--- config.mk ---
export PLATFORM = sky130hd
export DESIGN_NAME = regfile_wb_ctrl
export DESIGN_NICKNAME = d
export VERILOG_FILES = /design/src/rtl/regfile_pkg.sv /design/src/rtl/regfile_wb_ctrl_wb_arb2.sv /design/src/rtl/regfile_wb_ctrl.sv
export SDC_FILE = /design/constraint.sdc
export NUM_CORES = 1
export LEC_CHECK = 0
export BUFFER_PORTS_ARGS = -buffer_cell sky130_fd_sc_hd__buf_4
export CORE_ASPECT_RATIO = 0.75
export CORE_MARGIN = 5
export CORE_UTILIZATION = 30
export DETAILED_ROUTE_END_ITERATION = 7
export GPL_TIMING_DRIVEN = 0
export PLACE_DENSITY = 0.6
export SYNTH_ARGS = -nofsm -noshare
export SYNTH_HDL_FRONTEND = slang
export SYNTH_SLANG_ARGS = --single-unit
export TNS_END_PERCENT = 1
--- constraint.sdc ---
create_clock -name clk -period 1.8 [get_ports clk]
set_input_delay 0.27 -clock clk [delete_from_list [all_inputs] [get_ports clk]]
set_output_delay 0.27 -clock clk [all_outputs]
set_load 0.1 [all_outputs]
--- src/rtl/regfile_pkg.sv ---
// Shared types for the register-file writeback controller and its arbiter.
package regfile_pkg;

    localparam int DEF_XLEN = 32;
    localparam int DEF_NREG = 32;

    typedef logic [4:0] regnum_t;

    typedef enum logic [1:0] {
        RUN    = 2'd0,
        DRAIN  = 2'd1,
        HALTED = 2'd2
    } wbc_state_e;

    // Requester ids double as bit positions in the arbiter request/grant vectors.
    typedef enum logic {
        SRC_ALU = 1'b0,
        SRC_MEM = 1'b1
    } wb_src_e;

endpackage

--- src/rtl/regfile_wb_ctrl_wb_arb2.sv ---
// Two-way writeback arbiter: MEM-over-ALU fixed priority, or round-robin when
// WB_ARB_RR_EN is defined. Grant is combinational from requests and pointer.
module wb_arb2
    import regfile_pkg::*;
(
    input  logic       clk,
    input  logic       rst,
    input  logic [1:0] req,
    output logic [1:0] gnt
);

`ifdef WB_ARB_RR_EN
    // Last granted requester; reset to ALU so MEM is favoured first.
    wb_src_e last_q;

    always_ff @(posedge clk) begin
        if (rst) begin
            last_q <= SRC_ALU;
        end else if (|gnt) begin
            last_q <= gnt[SRC_MEM] ? SRC_MEM : SRC_ALU;
        end
    end

    always_comb begin
        gnt = '0;
        if (req[SRC_MEM] && (!req[SRC_ALU] || last_q == SRC_ALU)) begin
            gnt[SRC_MEM] = 1'b1;
        end else if (req[SRC_ALU]) begin
            gnt[SRC_ALU] = 1'b1;
        end
    end
`else
    // Fixed priority keeps no state, so the clock and reset go unused here.
    logic unused_clk_rst;
    assign unused_clk_rst = clk ^ rst;

    always_comb begin
        gnt = '0;
        if (req[SRC_MEM]) begin
            gnt[SRC_MEM] = 1'b1;
        end else if (req[SRC_ALU]) begin
            gnt[SRC_ALU] = 1'b1;
        end
    end
`endif

endmodule

--- src/rtl/regfile_wb_ctrl.sv ---
// Register-file write-port controller with RAW/WAW scoreboard and halt drain.
// Arbitration is round-robin when WB_ARB_RR_EN is defined, else MEM-first.
module regfile_wb_ctrl
    import regfile_pkg::*;
#(
    parameter int XLEN = DEF_XLEN,
    parameter int NREG = DEF_NREG
) (
    input  logic            clk,
    input  logic            rst,
    input  logic            issue_valid,
    input  logic            issue_we,
    input  logic [4:0]      issue_rd,
    input  logic [4:0]      issue_rs,
    input  logic [4:0]      issue_rt,
    output logic            issue_ok,
    input  logic            alu_valid,
    input  logic [4:0]      alu_rd,
    input  logic [XLEN-1:0] alu_data,
    output logic            alu_ready,
    input  logic            mem_valid,
    input  logic [4:0]      mem_rd,
    input  logic [XLEN-1:0] mem_data,
    output logic            mem_ready,
    output logic            rd_we,
    output logic [4:0]      rd_num,
    output logic [XLEN-1:0] rd_data,
    input  logic            halt_req,
    output logic            halted
);

    wbc_state_e      state_q, state_d;
    logic [NREG-1:0] pending_q, pending_d;
    logic [1:0]      req, gnt;
    logic            issue_fire;
    logic            drain_done;
    regnum_t         sel_rd;
    logic [XLEN-1:0] sel_data;

    // A halted controller stops accepting writebacks entirely.
    assign req[SRC_ALU] = alu_valid & (state_q != HALTED);
    assign req[SRC_MEM] = mem_valid & (state_q != HALTED);

    wb_arb2 u_arb (
        .clk (clk),
        .rst (rst),
        .req (req),
        .gnt (gnt)
    );

    assign alu_ready = gnt[SRC_ALU];
    assign mem_ready = gnt[SRC_MEM];
    assign sel_rd    = gnt[SRC_MEM] ? mem_rd   : alu_rd;
    assign sel_data  = gnt[SRC_MEM] ? mem_data : alu_data;

    assign issue_ok = (state_q == RUN) & ~pending_q[issue_rs] & ~pending_q[issue_rt]
                    & ~(issue_we & pending_q[issue_rd]);
    assign issue_fire = issue_valid & issue_ok & issue_we & (issue_rd != '0);

    assign drain_done = (pending_q == '0) & ~alu_valid & ~mem_valid & ~rd_we;

    // NOTE: every variable gets its default first, so no path can infer a latch.
    always_comb begin
        pending_d = pending_q;
        if (rd_we) begin
            pending_d[rd_num] = 1'b0;
        end
        // Applied after the clear so a same-cycle re-issue keeps the bit set.
        if (issue_fire) begin
            pending_d[issue_rd] = 1'b1;
        end
        pending_d[0] = 1'b0;
    end

    always_comb begin
        state_d = state_q;
        case (state_q)
            RUN:     if (halt_req)   state_d = DRAIN;
            DRAIN:   if (drain_done) state_d = HALTED;
            HALTED:  state_d = HALTED;
            default: state_d = RUN;
        endcase
    end

    // NOTE: sequential state uses non-blocking assignments only.
    always_ff @(posedge clk) begin
        if (rst) begin
            state_q   <= RUN;
            pending_q <= '0;
            rd_we     <= 1'b0;
            rd_num    <= '0;
            rd_data   <= '0;
            halted    <= 1'b0;
        end else begin
            state_q   <= state_d;
            pending_q <= pending_d;
            halted    <= (state_d == HALTED);
            // A granted write to r0 is consumed without touching the file.
            rd_we     <= (|gnt) & (sel_rd != '0);
            if (|gnt) begin
                rd_num  <= sel_rd;
                rd_data <= sel_data;
            end
        end
    end

endmodule

==> qor.csv <==
stage;metric;value;unit
worst_setup_path;crit end category;output port;
power;Peak VDD IR;477;uV
synth;Post-synth EDFFs;0;
sta;RSZ-0062 raised after global routing;yes;
clocking;CTS tree;built;
sta;Post-Route Skew;0.00761;ns
clocking;CTS sink count;72;
finish;fin util;0.438;
placed_design;Cell Area, Placed;5490;um^2
global_route;Total GRT Usage;0.193;
synth;post-synth cell types;49;
finish;fin area;6070;um^2
finish;P&R area growth vs syn;41.8;%
floorplanning;row count;37;
route;DRC violations left;0;
route;ANT nets after route;0;
synth;cell taking the most area after synthesis;dfxtp_1;
sta;max_slew headroom;0.545;
worst_setup_path;Critical Path Start Type;flip-flop;
worst_setup_path;worst path required time;1.53;ns
global_route;initial antenna violation count;0;
clocking;Num CTS Buffers;9;
floorplanning;Die H;113;um
sta;# setup viols final;32;
synth;share of the synthesized area in the top cell type;0.337;
worst_setup_path;worst r2r src;pending_q[20];
worst_setup_path;crit path DAT;2.20;ns
global_route;vias in the first global route;4708;
job;maxcap violations;0;
power;Power Dens Cells;859;nW/um^2
synth;Mapped Cells;530;
route;Initial DRC Count;429;
synth;top-count cell post-synth;nand2_1;
finish;final net count;773;
route;via count;4725;
global_route;grt total ovfl;0;
synth;Mapped Avg Cell Area;8.07;um^2
clocking;clock latency at the later pin of the worst-skew pair;0.33;ns
floorplanning;die area;16800;um^2
placed_design;Final HPWL DP;12400;um
worst_setup_path;critical path peak fanout;3;
floorplanning;Ports;138;
worst_hold_path;worst min-delay path class;primary input to flip-flop;
worst_hold_path;Hold Path Origin;mem_data[10];
route;total wire length;16400;um
outcome;outcome;complete, but fails checks;
floorplanning;Core Footprint;13800;um^2
sta;f_max;0.405;GHz
route;Pre-antenna DRT Iters;5;
global_route;largest net degree at the start of global routing;13;
placed_design;# placed instances;834;
clocking;htree depth;3;
worst_setup_path;Crit Path Category;flip-flop to output port;
sta;Worst Max-Slew Pin Slew;0.679;ns
finish;Filler Cell Count;1377;
finish;final std cells w/o fill;857;
placed_design;Buffers on Ports;129;
finish;share of post-route cells with drive strength above 1;0.317;
clocking;clk root buf;clkbuf_16;
outcome;failing checks;negative setup slack;
worst_hold_path;worst hold path cell count;3;
synth;ranking of synthesized cells by area;dfxtp_1 (34%), nand2_1 (9.0%), a311oi_1 (7.4%);
sta;Hold Violations, Final;0;
worst_hold_path;Hold Crit Endpoint;rd_data[10];
synth;mapped cell area;4280;um^2
synth;Syn. warnings;0;
clocking;worst-case clock buffer depth;2;
global_route;first-pass GRT wire length;25900;um
finish;# diodes;0;
sta;post-route clock period utilization;1.37;
synth;Post-Syn Nets;626;
synth;post-synthesis sequential area ratio;0.337;
synth;top_reg_cell synth;dfxtp_1;
worst_setup_path;Worst R2R Path Depth;9;
route;Avg WL per Cell;19.2;um
synth;synthesis-stage register bit count;72;
sta;final worst slack;-0.671;ns
clocking;CTS Hold Bufs;0;
floorplanning;Initial Utilization;0.309;
sta;max-slew violation count;0;
floorplanning;Die W;148;um
worst_setup_path;reg2reg end;pending_q[23];
sta;final worst path period need;2.47;ns
synth;async set-or-reset flop fraction in the synthesized netlist;0;
synth;Commonest cells post-synth;nand2_1 (103), dfxtp_1 (72), nor2_1 (50);
sta;Sum Neg Setup Slack;-17.88;ns
power;Pleak;2.48;nW
clocking;clk slew on worst S/H paths;0.06;ns
placed_design;Placer Congestion;0.949;
worst_setup_path;R2R Setup Slk;-0.61;ns
route;drt via density;5.51;
## metrics by stage
step | total power [mW] | setup WS (ns) | hold WS (ns)
6_report | 5.21 | -0.671 | 0.207
3_5_place_dp | 3.26 | -0.696 | 0.490
5_1_grt | 5.44 | -0.745 | 0.200
2_1_floorplan | 2.82 | -0.572 | 0.429
4_1_cts | 5.23 | -0.647 | 0.196
3_3_place_gp | 3.25 | -0.676 | 0.486
## cells by family after synthesis
| logic type | Yosys count | share of synthesized area |
|---|---|---|
| AND/OR/NAND/NOR | 261 | 0.305 |
| AO/OA/AOI/OAI | 112 | 0.197 |
| flip-flops | 72 | 0.337 |
| buffers and inverters | 46 | 0.0506 |
| multiplexers | 39 | 0.110 |
## cell type report
class / count / area [um^2] / area share
repair buffers: 136 / 1050 / 0.172
clock inverters: 6 / 82.6 / 0.0136
inverters: 5 / 26.3 / 0.00433
plain buffers: 41 / 221 / 0.0365
multi-input cells: 412 / 2760 / 0.455
well taps: 175 / 219 / 0.0361
clock buffers: 10 / 239 / 0.0394
flip-flops and latches: 72 / 1470 / 0.242
## what timing repair did
action                                 4_1_cts  5_1_grt
endpoints found under the hold margin        0        0
buffers inserted                             4        3
gates resized for setup                     38       27
pin swaps                                   16        8
setup endpoints to repair                   71       66
cloned                                       0        0
## how the worst max path moves through the flow
| stage | startpoint | to | slack [ns] |
|---|---|---|---|
| 6_report | pending_q[20] | issue_ok | -0.67 |
| 2_1_floorplan | issue_rt[0] | issue_ok | -0.57 |
| 3_5_place_dp | issue_rs[0] | issue_ok | -0.70 |
| 4_1_cts | pending_q[12] | issue_ok | -0.65 |
| 3_3_place_gp | issue_rs[0] | issue_ok | -0.68 |
| 5_1_grt | pending_q[19] | issue_ok | -0.74 |
## worst max-delay path, stage by stage (launching register included)
cell,delay (ns)
dfxtp_4,0.35
mux2_4,0.27
and3_4,0.15
o41ai_2,0.28
o311a_1,0.21
nand4_1,0.19
a21oi_4,0.23
buf_12,0.19
## flip-flops by register name, summed over array words and instances, names as in the netlist
register and cells:
rd_data 32, rd_we 1, halted 1, pending_q 31, state_q 2, rd_num 5
## routing by layer
metal  vias up  part of all wire  global-route usage
met3        21             0.081              0.0568
li1       2255                 -                   -
met5         -                 0                   0
met4         0             0.014              0.0535
met2       174              0.45               0.303
met1      2275              0.45               0.261
## power by group
part	internal [mW]	switching (mW)	leakage, nW
clock network	1.24	0.675	0.158
registers	1.67	0.0619	0.598
logic	0.465	1.09	1.73
## cells in the final DEF (no fill, tap or decap), types with 13 or more instances in the layout
master    instances
nand3_1          13
nor2_1           49
nand2_1         101
a311oi_1         36
dfxtp_1          60
o31ai_1          20
buf_4           135
mux2i_1          30
clkbuf_1         24
nand3b_1         26
nor2b_1          22
o21ai_0          18
Power figures use the tool's default switching activity.
